<file path="src/rtl/cpu_clk_pkg.sv">
// Shared definitions for the pipeline clock run-control sequencer:
// mode encodings, FSM state type, default debounce length, scale helper.
package cpu_clk_pkg;

  localparam logic [1:0] MODE_HALT  = 2'b00;
  localparam logic [1:0] MODE_RUN   = 2'b01;
  localparam logic [1:0] MODE_STEP  = 2'b10;
  localparam logic [1:0] MODE_BURST = 2'b11;

  typedef enum logic [1:0] {
    IDLE_S  = 2'd0,
    RUN_S   = 2'd1,
    BURST_S = 2'd2,
    BREAK_S = 2'd3
  } state_t;

  localparam int DEBOUNCE_CYCLES_DEF = 50000;

  // Prescaler compare limit; a scale of 0 behaves like 1.
  function automatic logic [31:0] scale_limit(
    input logic [31:0] scale
  );
    return (scale == 32'd0) ? 32'd0 : scale - 32'd1;
  endfunction

endpackage

</file>
<file path="src/rtl/step_debounce.sv">
// Push-button conditioner: 2-FF synchronizer, stability debounce and
// rising-edge press pulse. Ports: clk, rst, button in; press out (1 cycle).
module step_debounce #(
  parameter int CYCLES = 50000
) (
  input  logic clk,
  input  logic rst,
  input  logic button,
  output logic press
);

  localparam int CW = $clog2(CYCLES + 1);
  localparam logic [CW-1:0] LAST = CW'(CYCLES - 1);

  logic sync1;
  logic sync2;
  logic level;
  logic level_q;
  logic [CW-1:0] cnt;

  always_ff @(posedge clk or posedge rst) begin
    if (rst) begin
      sync1   <= 1'b0;
      sync2   <= 1'b0;
      level   <= 1'b0;
      level_q <= 1'b0;
      cnt     <= '0;
      press   <= 1'b0;
    end else begin
      sync1 <= button;
      sync2 <= sync1;
      // Accept a new level only after CYCLES consecutive
      // cycles of disagreement with the current one.
      if (sync2 == level) begin
        cnt <= '0;
      end else if (cnt == LAST) begin
        level <= sync2;
        cnt   <= '0;
      end else begin
        cnt <= cnt + CW'(1);
      end
      level_q <= level;
      press   <= level & ~level_q;
    end
  end

endmodule

</file>
<file path="src/rtl/cpu_clock_controller.sv">
// Run-control sequencer producing the pipeline clock-enable tick.
// Ports: RawClock, reset, ClockScale, Mode, StepButton, BurstCount,
// BreakEnable, BreakAddr, PC in; tick, Running, BreakHit, TickCount out.
module cpu_clock_controller
  import cpu_clk_pkg::*;
#(
  parameter int DEBOUNCE_CYCLES = DEBOUNCE_CYCLES_DEF,
  parameter int BURST_W         = 16
) (
  input  logic               RawClock,
  input  logic               reset,
  input  logic [31:0]        ClockScale,
  input  logic [1:0]         Mode,
  input  logic               StepButton,
  input  logic [BURST_W-1:0] BurstCount,
  input  logic               BreakEnable,
  input  logic [31:0]        BreakAddr,
  input  logic [31:0]        PC,
  output logic               tick,
  output logic               Running,
  output logic               BreakHit,
  output logic [31:0]        TickCount
);

  localparam logic [BURST_W-1:0] ONE = BURST_W'(1);

  state_t state;
  state_t state_n;
  logic [31:0] q;
  logic [31:0] q_n;
  logic [BURST_W-1:0] remaining;
  logic [BURST_W-1:0] rem_n;
  logic armed;
  logic armed_n;
  logic tick_n;
  logic press;
  logic fire;
  logic bp;

  step_debounce #(
    .CYCLES(DEBOUNCE_CYCLES)
  ) u_btn (
    .clk   (RawClock),
    .rst   (reset),
    .button(StepButton),
    .press (press)
  );

  assign fire = (q >= scale_limit(ClockScale));
  assign bp   = BreakEnable && (PC == BreakAddr);

  always_comb begin
    state_n = state;
    q_n     = q;
    rem_n   = remaining;
    armed_n = armed;
    tick_n  = 1'b0;
    unique case (state)
      IDLE_S: begin
        q_n = '0;
        if (Mode != MODE_BURST) armed_n = 1'b0;
        unique case (Mode)
          MODE_RUN: state_n = RUN_S;
          MODE_BURST: begin
            if (!armed) begin
              rem_n   = BurstCount;
              armed_n = 1'b1;
              state_n = BURST_S;
            end
          end
          MODE_STEP: tick_n = press;
          MODE_HALT: ;
        endcase
      end
      RUN_S: begin
        if (Mode != MODE_RUN) begin
          state_n = IDLE_S;
          q_n     = '0;
        end else if (fire) begin
          q_n = '0;
          if (bp) state_n = BREAK_S;
          else    tick_n  = 1'b1;
        end else begin
          q_n = q + 32'd1;
        end
      end
      BURST_S: begin
        if (Mode != MODE_BURST || remaining == '0) begin
          state_n = IDLE_S;
          q_n     = '0;
        end else if (fire) begin
          q_n = '0;
          // Breakpoint wins over the final burst tick.
          if (bp) begin
            state_n = BREAK_S;
          end else begin
            tick_n = 1'b1;
            rem_n  = remaining - ONE;
            if (remaining == ONE) state_n = IDLE_S;
          end
        end else begin
          q_n = q + 32'd1;
        end
      end
      BREAK_S: begin
        q_n = '0;
        if (Mode == MODE_HALT || Mode == MODE_STEP) begin
          state_n = IDLE_S;
        end else if (press) begin
          // Step-over: one tick without the address compare.
          tick_n = 1'b1;
          if (Mode == MODE_RUN) begin
            state_n = RUN_S;
          end else begin
            if (remaining != '0) rem_n = remaining - ONE;
            state_n = (remaining > ONE) ? BURST_S : IDLE_S;
          end
        end
      end
    endcase
  end

  always_ff @(posedge RawClock or posedge reset) begin
    if (reset) begin
      state     <= IDLE_S;
      q         <= '0;
      remaining <= '0;
      armed     <= 1'b0;
      tick      <= 1'b0;
      Running   <= 1'b0;
      BreakHit  <= 1'b0;
      TickCount <= '0;
    end else begin
      state     <= state_n;
      q         <= q_n;
      remaining <= rem_n;
      armed     <= armed_n;
      tick      <= tick_n;
      Running   <= (state_n == RUN_S) || (state_n == BURST_S);
      BreakHit  <= (state_n == BREAK_S);
      TickCount <= TickCount + {31'd0, tick_n};
    end
  end

endmodule

</file>
<file path="config.mk">
export PLATFORM = sky130hd
export DESIGN_NAME = cpu_clock_controller
export DESIGN_NICKNAME = d
export VERILOG_FILES = /design/src/rtl/cpu_clk_pkg.sv /design/src/rtl/step_debounce.sv /design/src/rtl/cpu_clock_controller.sv
export SDC_FILE = /design/constraint.sdc
export NUM_CORES = 1
export LEC_CHECK = 0
export ABC_AREA = 1
export BUFFER_PORTS_ARGS = -buffer_cell sky130_fd_sc_hd__buf_2
export CAP_MARGIN = 40
export CORE_MARGIN = 5
export CORE_UTILIZATION = 62
export CTS_BUF_LIST = sky130_fd_sc_hd__clkbuf_16
export DETAILED_ROUTE_END_ITERATION = 8
export GPL_ROUTABILITY_DRIVEN = 0
export PLACE_DENSITY = 0.86
export SYNTH_ARGS = -nofsm -noshare
export SYNTH_HDL_FRONTEND = slang
export SYNTH_SLANG_ARGS = --single-unit
</file>
<file path="constraint.sdc">
create_clock -name RawClock -period 5.4 [get_ports RawClock]
set_input_delay 0.54 -clock RawClock [delete_from_list [all_inputs] [get_ports RawClock]]
set_output_delay 0.54 -clock RawClock [all_outputs]
set_load 0.03 [all_outputs]
</file>
==> results.yml, run 1 <==
synthesis:
  synth_top_family_by_area: "simple AND/OR/NAND/NOR gates"
  synthXorXnorAreaFrac: 0.09931
  synth_top_area_share: 0.3265
  synth-simple-area-share: 0.3710
  synth_fp_nets: 1329
  syn_area_per_cell_um2: 7.010
  synthTopCellsByCount: "nand2_1 (289), nor2_1 (186), inv_1 (138), dfrtp_1 (107), nand3_1 (61)"
  ys_seq_area_frac: 0.3265
  syn_inst: 1170
  synth_cell_types: 44
  synth_compound_area_frac: 0.06621
  async_reset_ff_frac: 1.000
  synth.most_common_cell: "nand2_1"
  synth_edf_count: 0
  ys.flop_type: "dfrtp_1"
  synth_area_um2: 8202
  ys_seq_elements: 107
  synth_fa_ha_area_frac: 0.06255
  synth.top_cells.by_area: "dfrtp_1 (33%), nand2_1 (13%), nor2_1 (8.5%), inv_1 (6.3%), ha_1 (6.3%)"
  yosys_warnings: 0
  synth_top_area_cell: "dfrtp_1"
  synthMuxAreaShare: 0
route:
  drt_first_pass_iters: 5
  drt_drc_violations_left: 0
  num_vias: 8023
  detail_route.wl_per_cell_um: 13.38
  drtIter0Drc: 407
  postRouteAntennaNets: 0
  drt-total-wl_mm: 20.15
  viasPerCell: 5.327
die:
  dieArea_um2: 15630
  dieHeight_um: 125.0
  die_w_um: 125.0
  num_rows: 42
  coreArea_um2: 13090
  start_util: 0.6268
  io_pins: 153
power_and_ir_drop:
  comb_power_share: 0.327
  p_per_area_nw_per_um2: 260.4
  power.internal_mw: 1.492
  p_leak_nw: 4.864
  seqPwrFrac: 0.420
  irDropWorstVdd_mv: 0.2852
  p_clk_frac: 0.253
  p_sw_frac: 0.3928
  p_total_mw: 2.458
  p_switching_mw: 0.9653
setup_path:
  critPathKind: "in2reg"
  max_stage_delay_ps: 360
  crit_arrival_ps: 4980
  required_ps: 5670
  crit_fanout: 6
  crit_path_start_kind: "input pin"
  worst_path_max_delay_cell: "or3_4"
  cp-end-kind: "register"
sta:
  hold_viol_final: 0
  fmax_ghz: 0.2126
  post-route-period-util: 0.8711
  fin_skew_ps: 8.559
  period_minus_slack_ps: 4704
  relSlewSlack: 0.4583
  setup_slack_ps: 695.8
  tightest_slew_ps: 812.6
  slew_viol_final: 0
  report.final.setup_viol: 0
  finalSetupTns_ps: 0
  rsz0062_at_grt: "no"
global_route:
  grt_usage: 0.2546
  gr-total-overflow: 0
  grt_pass1_vias: 7491
  grt_pass1_wl_mm: 33.73
  antenna_found_initial: 0
  grt_max_degree: 67
clock_network:
  ctsHoldBuffers: 0
  ctsResizeCount: 0
  cts_max_path_buffers: 2
  htreeDepth: 3
  clock_latency_ps: 350
  numCtsBuffers: 9
  path_clk_slew_ps: 70
  cts_tree: "done"
  clock_sinks: 107
  clock-root-buffer: "clkbuf_16"
  cts_setup_buffers: 0
final_layout:
  finalNonFillerCells: 1506
  area_growth_pct: 15.06
  layout-drive-gt1-share: 0.1714
  diodes: 0
  fin_nets: 1484
flow_run:
  maxCapViolations: 0
placed_design:
  port-buffer-count: 152
  dp_cells: 1490
  dp_hpwl_mm: 15.74
  pre_cts_ws_ps: 302.6
run_status:
  status: "complete, no violations"
worst_hold_path:
  hp-class: "in2reg"
==> cells by family (layout without fill, tap and decap cells) <==
family	Yosys count	in the layout
xor gates and xnor gates	93	93
and+or+nand+nor	670	670
DFF	107	107
buffers and inverters	159	319
AOI/OAI and AO/OA	100	100
adders and majority gates	41	41
==> metrics by stage <==
stage | cell area [µm²] | util | hold slack (ps)
floorplan | 8202 | - | 331.2
finish | 9437 | 0.7212 | 288.9
global route | 9437 | 0.7212 | 270.5
detailed placement | 9160 | 0.7000 | 334.7
global placement | 9145 | 0.6989 | 332.6
CTS | 9437 | 0.7212 | 277.5
==> per-layer routing <==
| metal | up-vias | part of all wire | global-route usage |
|---|---|---|---|
| met5 | - | 0 | 0 |
| met4 | 0 | 0.019 | 0.06441 |
| met3 | 38 | 0.057 | 0.05203 |
| met2 | 277 | 0.48 | 0.4366 |
| met1 | 3642 | 0.44 | 0.3315 |
| li1 | 4066 | - | - |
==> placed cells by master (no fill, tap or decap), types with 2 or more instances in the layout <==
| cell type | n |
|---|---|
| inv_2 | 8 |
| nor2_1 | 186 |
| a21o_1 | 4 |
| o211ai_1 | 2 |
| nor2_4 | 5 |
| nand3_2 | 6 |
| nor3_1 | 32 |
| a21oi_1 | 34 |
| nor4_1 | 11 |
| o21ai_1 | 3 |
| buf_4 | 2 |
| ha_1 | 41 |
| a31oi_1 | 4 |
| nor3_2 | 9 |
| xor2_1 | 48 |
| o21a_1 | 2 |
| clkinv_1 | 2 |
| nand3_1 | 61 |
| nor3_4 | 4 |
| inv_1 | 138 |
| nor3b_1 | 4 |
| nand2_2 | 9 |
| nand2_1 | 289 |
| nor2_2 | 7 |
| xnor2_1 | 45 |
| or2_2 | 4 |
| clkinv_2 | 2 |
| buf_2 | 152 |
| inv_6 | 2 |
| dfrtp_1 | 107 |
| o21ai_0 | 44 |
| o31ai_1 | 5 |
| nand4_1 | 33 |
| clkbuf_16 | 9 |
==> cell type report <==
type	instances	area, µm²
timing repair buffer	155	790.8
sequential	107	2678
multi-input combinational	904	4913
inverter	148	558.0
clock buffer	9	225.2
tap	176	220.2
clock inverter	7	51.30
fill	1061	3649
==> state kept, by name, indices dropped and copies added, names as in the netlist, 2 cells and up <==
name	flops
remaining	16
u_btn.cnt	16
state	2
TickCount	32
q	32
==> worst max-delay path: cells and delay by family <==
family | cells | cell delay, ps
adders and majority gates | 3 | 770
AOI/OAI and AO/OA | 2 | 400
xor gates and xnor gates | 1 | 160
and+or+nand+nor | 23 | 2820
buffers and inverters | 3 | 290
==> power groups by stage <==
stage | sequential, mW | clock, mW | combinational, mW
CTS | 1.03 | 0.633 | 0.801
global placement | 1.04 | 0 | 0.767
detailed placement | 1.04 | 0 | 0.795
finish | 1.03 | 0.622 | 0.803
global route | 1.05 | 0.664 | 0.908
floorplan | 1.06 | 0 | 0.537
==> path summary, 6_finish.rpt <==
path                                    start  cells after the start            end  slack (ps)
worst max-delay path            ClockScale[2]                     32  TickCount[26]         700
worst min-delay path               StepButton                      1    u_btn.sync1         290
worst max register to register       state[1]                     18  TickCount[26]        1330
worst min register to register    u_btn.sync1                      0    u_btn.sync2         350
max in group asynchronous               reset                      3          q[30]        4000
min in group asynchronous               reset                      2       BreakHit         350
(Power assumes the default switching activity.)
==> run 2: changes to the inputs <==
--- a/config.mk
+++ b/config.mk
@@ -8,11 +8,11 @@
 export ABC_AREA = 1
 export BUFFER_PORTS_ARGS = -buffer_cell sky130_fd_sc_hd__buf_2
 export CAP_MARGIN = 40
-export CORE_MARGIN = 5
 export CORE_UTILIZATION = 62
 export CTS_BUF_LIST = sky130_fd_sc_hd__clkbuf_16
 export DETAILED_ROUTE_END_ITERATION = 8
 export GPL_ROUTABILITY_DRIVEN = 0
+export GPL_TIMING_DRIVEN = 0
 export PLACE_DENSITY = 0.86
 export SYNTH_ARGS = -nofsm -noshare
 export SYNTH_HDL_FRONTEND = slang
==> run 2 against run 1 <==
  * Final cell count is 0.27% higher
  * Clock-buffer cell count is the same
  * Maximum frequency down 3.4%
  * Core utilization up 2.1 points
  * Clock skew grew 3.8 ps
  * Critical path type unchanged
  * Critical endpoint unchanged
  * Largest power group unchanged
  * Highest routed layer unchanged
==> results.yml, run 2 (same netlist as run 1, synthesis figures left out) <==
run_status:
  status: "complete, no violations"
die:
  num_rows: 41
  io_pins: 153
  coreArea_um2: 12770
  die_w_um: 117.0
  dieHeight_um: 117.0
  start_util: 0.6421
  dieArea_um2: 13690
final_layout:
  diodes: 0
  final_cell_mix: "nand2_1 (289), nor2_1 (186), buf_2 (154)"
  area_growth_pct: 15.59
  top_regs: "TickCount x32, q x32"
  fin_util: 0.7422
  layout-drive-gt1-share: 0.1726
  fin_nets: 1493
  final_common_cell: "nand2_1"
  nFillCells: 1027
sta:
  relSlewSlack: 0.5323
  fmax_ghz: 0.2053
  setup_slack_ps: 529.0
  hold_viol_final: 0
  slew_viol_final: 0
  post-route-period-util: 0.9020
  period_minus_slack_ps: 4871
  tightest_slew_ps: 701.5
  finalSetupTns_ps: 0
  fin_skew_ps: 12.31
  report.final.setup_viol: 0
  rsz0062_at_grt: "no"
setup_path:
  rr_worst_depth: 23
  worst_path_max_delay_cell: "or3_4"
  crit_path_start_kind: "input pin"
  required_ps: 5670
  cp-end-kind: "register"
  critPathKind: "in2reg"
  max_stage_delay_ps: 370
  crit_arrival_ps: 5140
  crit_fanout: 6
clock_network:
  cts_setup_buffers: 0
  path_clk_slew_ps: 70
  clock_sinks: 107
  cts_tree: "done"
  cts_max_path_buffers: 2
  ctsResizeCount: 0
  clock_latency_ps: 350
  clock-root-buffer: "clkbuf_16"
  htreeDepth: 3
  numCtsBuffers: 9
  ctsHoldBuffers: 0
route:
  viasPerCell: 5.428
  drtIter0Drc: 547
  num_vias: 8196
  detail_route.wl_per_cell_um: 13.37
  drt-total-wl_mm: 20.19
  drt_first_pass_iters: 6
  drt_drc_violations_left: 0
  postRouteAntennaNets: 0
global_route:
  antenna_found_initial: 0
  gr-total-overflow: 0
  grt_pass1_wl_mm: 33.58
  grt_pass1_vias: 7555
  grt_usage: 0.3090
  grt_max_degree: 57
placed_design:
  port-buffer-count: 152
  dp_hpwl_mm: 15.44
  pre_cts_ws_ps: 195.9
power_and_ir_drop:
  irDropWorstVdd_mv: 0.2610
  p_per_area_nw_per_um2: 261.5
  p_leak_nw: 4.881
worst_hold_path:
  hp-class: "in2reg"
  hold_depth: 1
flow_run:
  maxCapViolations: 0
## run 2: power by group
group / internal (mW) / leakage [nW] / switching, mW
combinational: 0.290 / 3.30 / 0.555
clock: 0.316 / 0.138 / 0.303
sequential: 0.901 / 1.44 / 0.113
## run 2: final cells by class
type	instances	area (µm²)	area share
multi-input combinational	904	4913	0.5183
inverter	148	558.0	0.05886
timing repair buffer	153	788.3	0.08315
sequential	107	2678	0.2824
clock buffer	9	225.2	0.02376
buffer	11	55.05	0.005807
clock inverter	6	47.55	0.005015
tap	172	215.2	0.02270
## run 2: metrics by stage
step / power [mW] / std cells / cell area (µm²) / hold slack (ps)
final: 2.479 / 1510 / 9480 / 293.9
after CTS: 2.480 / 1510 / 9480 / 286.9
after global routing: 2.650 / 1510 / 9480 / 288.0
after floorplan: 1.596 / 1170 / 8202 / 331.2
after global placement: 1.824 / 1494 / 9178 / 335.2
after detailed placement: 1.859 / 1495 / 9208 / 334.7
## run 2: metal layers
| layer | up-vias | routed length [µm] | track usage |
|---|---|---|---|
| met5 | - | 0 | 0 |
| met4 | 0 | 444 | 0.1013 |
| met3 | 49 | 1215 | 0.06282 |
| met2 | 312 | 9921 | 0.5373 |
| met1 | 3753 | 8611 | 0.3852 |
| li1 | 4082 | - | - |
## run 2: worst paths after layout
check                           slack, ps            end     startpoint
worst max-delay path                  530  TickCount[26]  ClockScale[0]
worst min-delay path                  290    u_btn.sync1     StepButton
worst max register to register       1690  TickCount[26]           q[7]
worst min register to register        380    u_btn.sync2    u_btn.sync1
max in group asynchronous            4400          q[21]          reset
min in group asynchronous             310  TickCount[12]          reset
## run 2: critical path: cells and delay by family
family,cells,cell delay (ps)
AND/OR/NAND/NOR,19,2460
adder cells (fa/ha/maj),4,960
buffers and inverters,6,500
AO/OA/AOI/OAI,3,520
XOR/XNOR,1,160
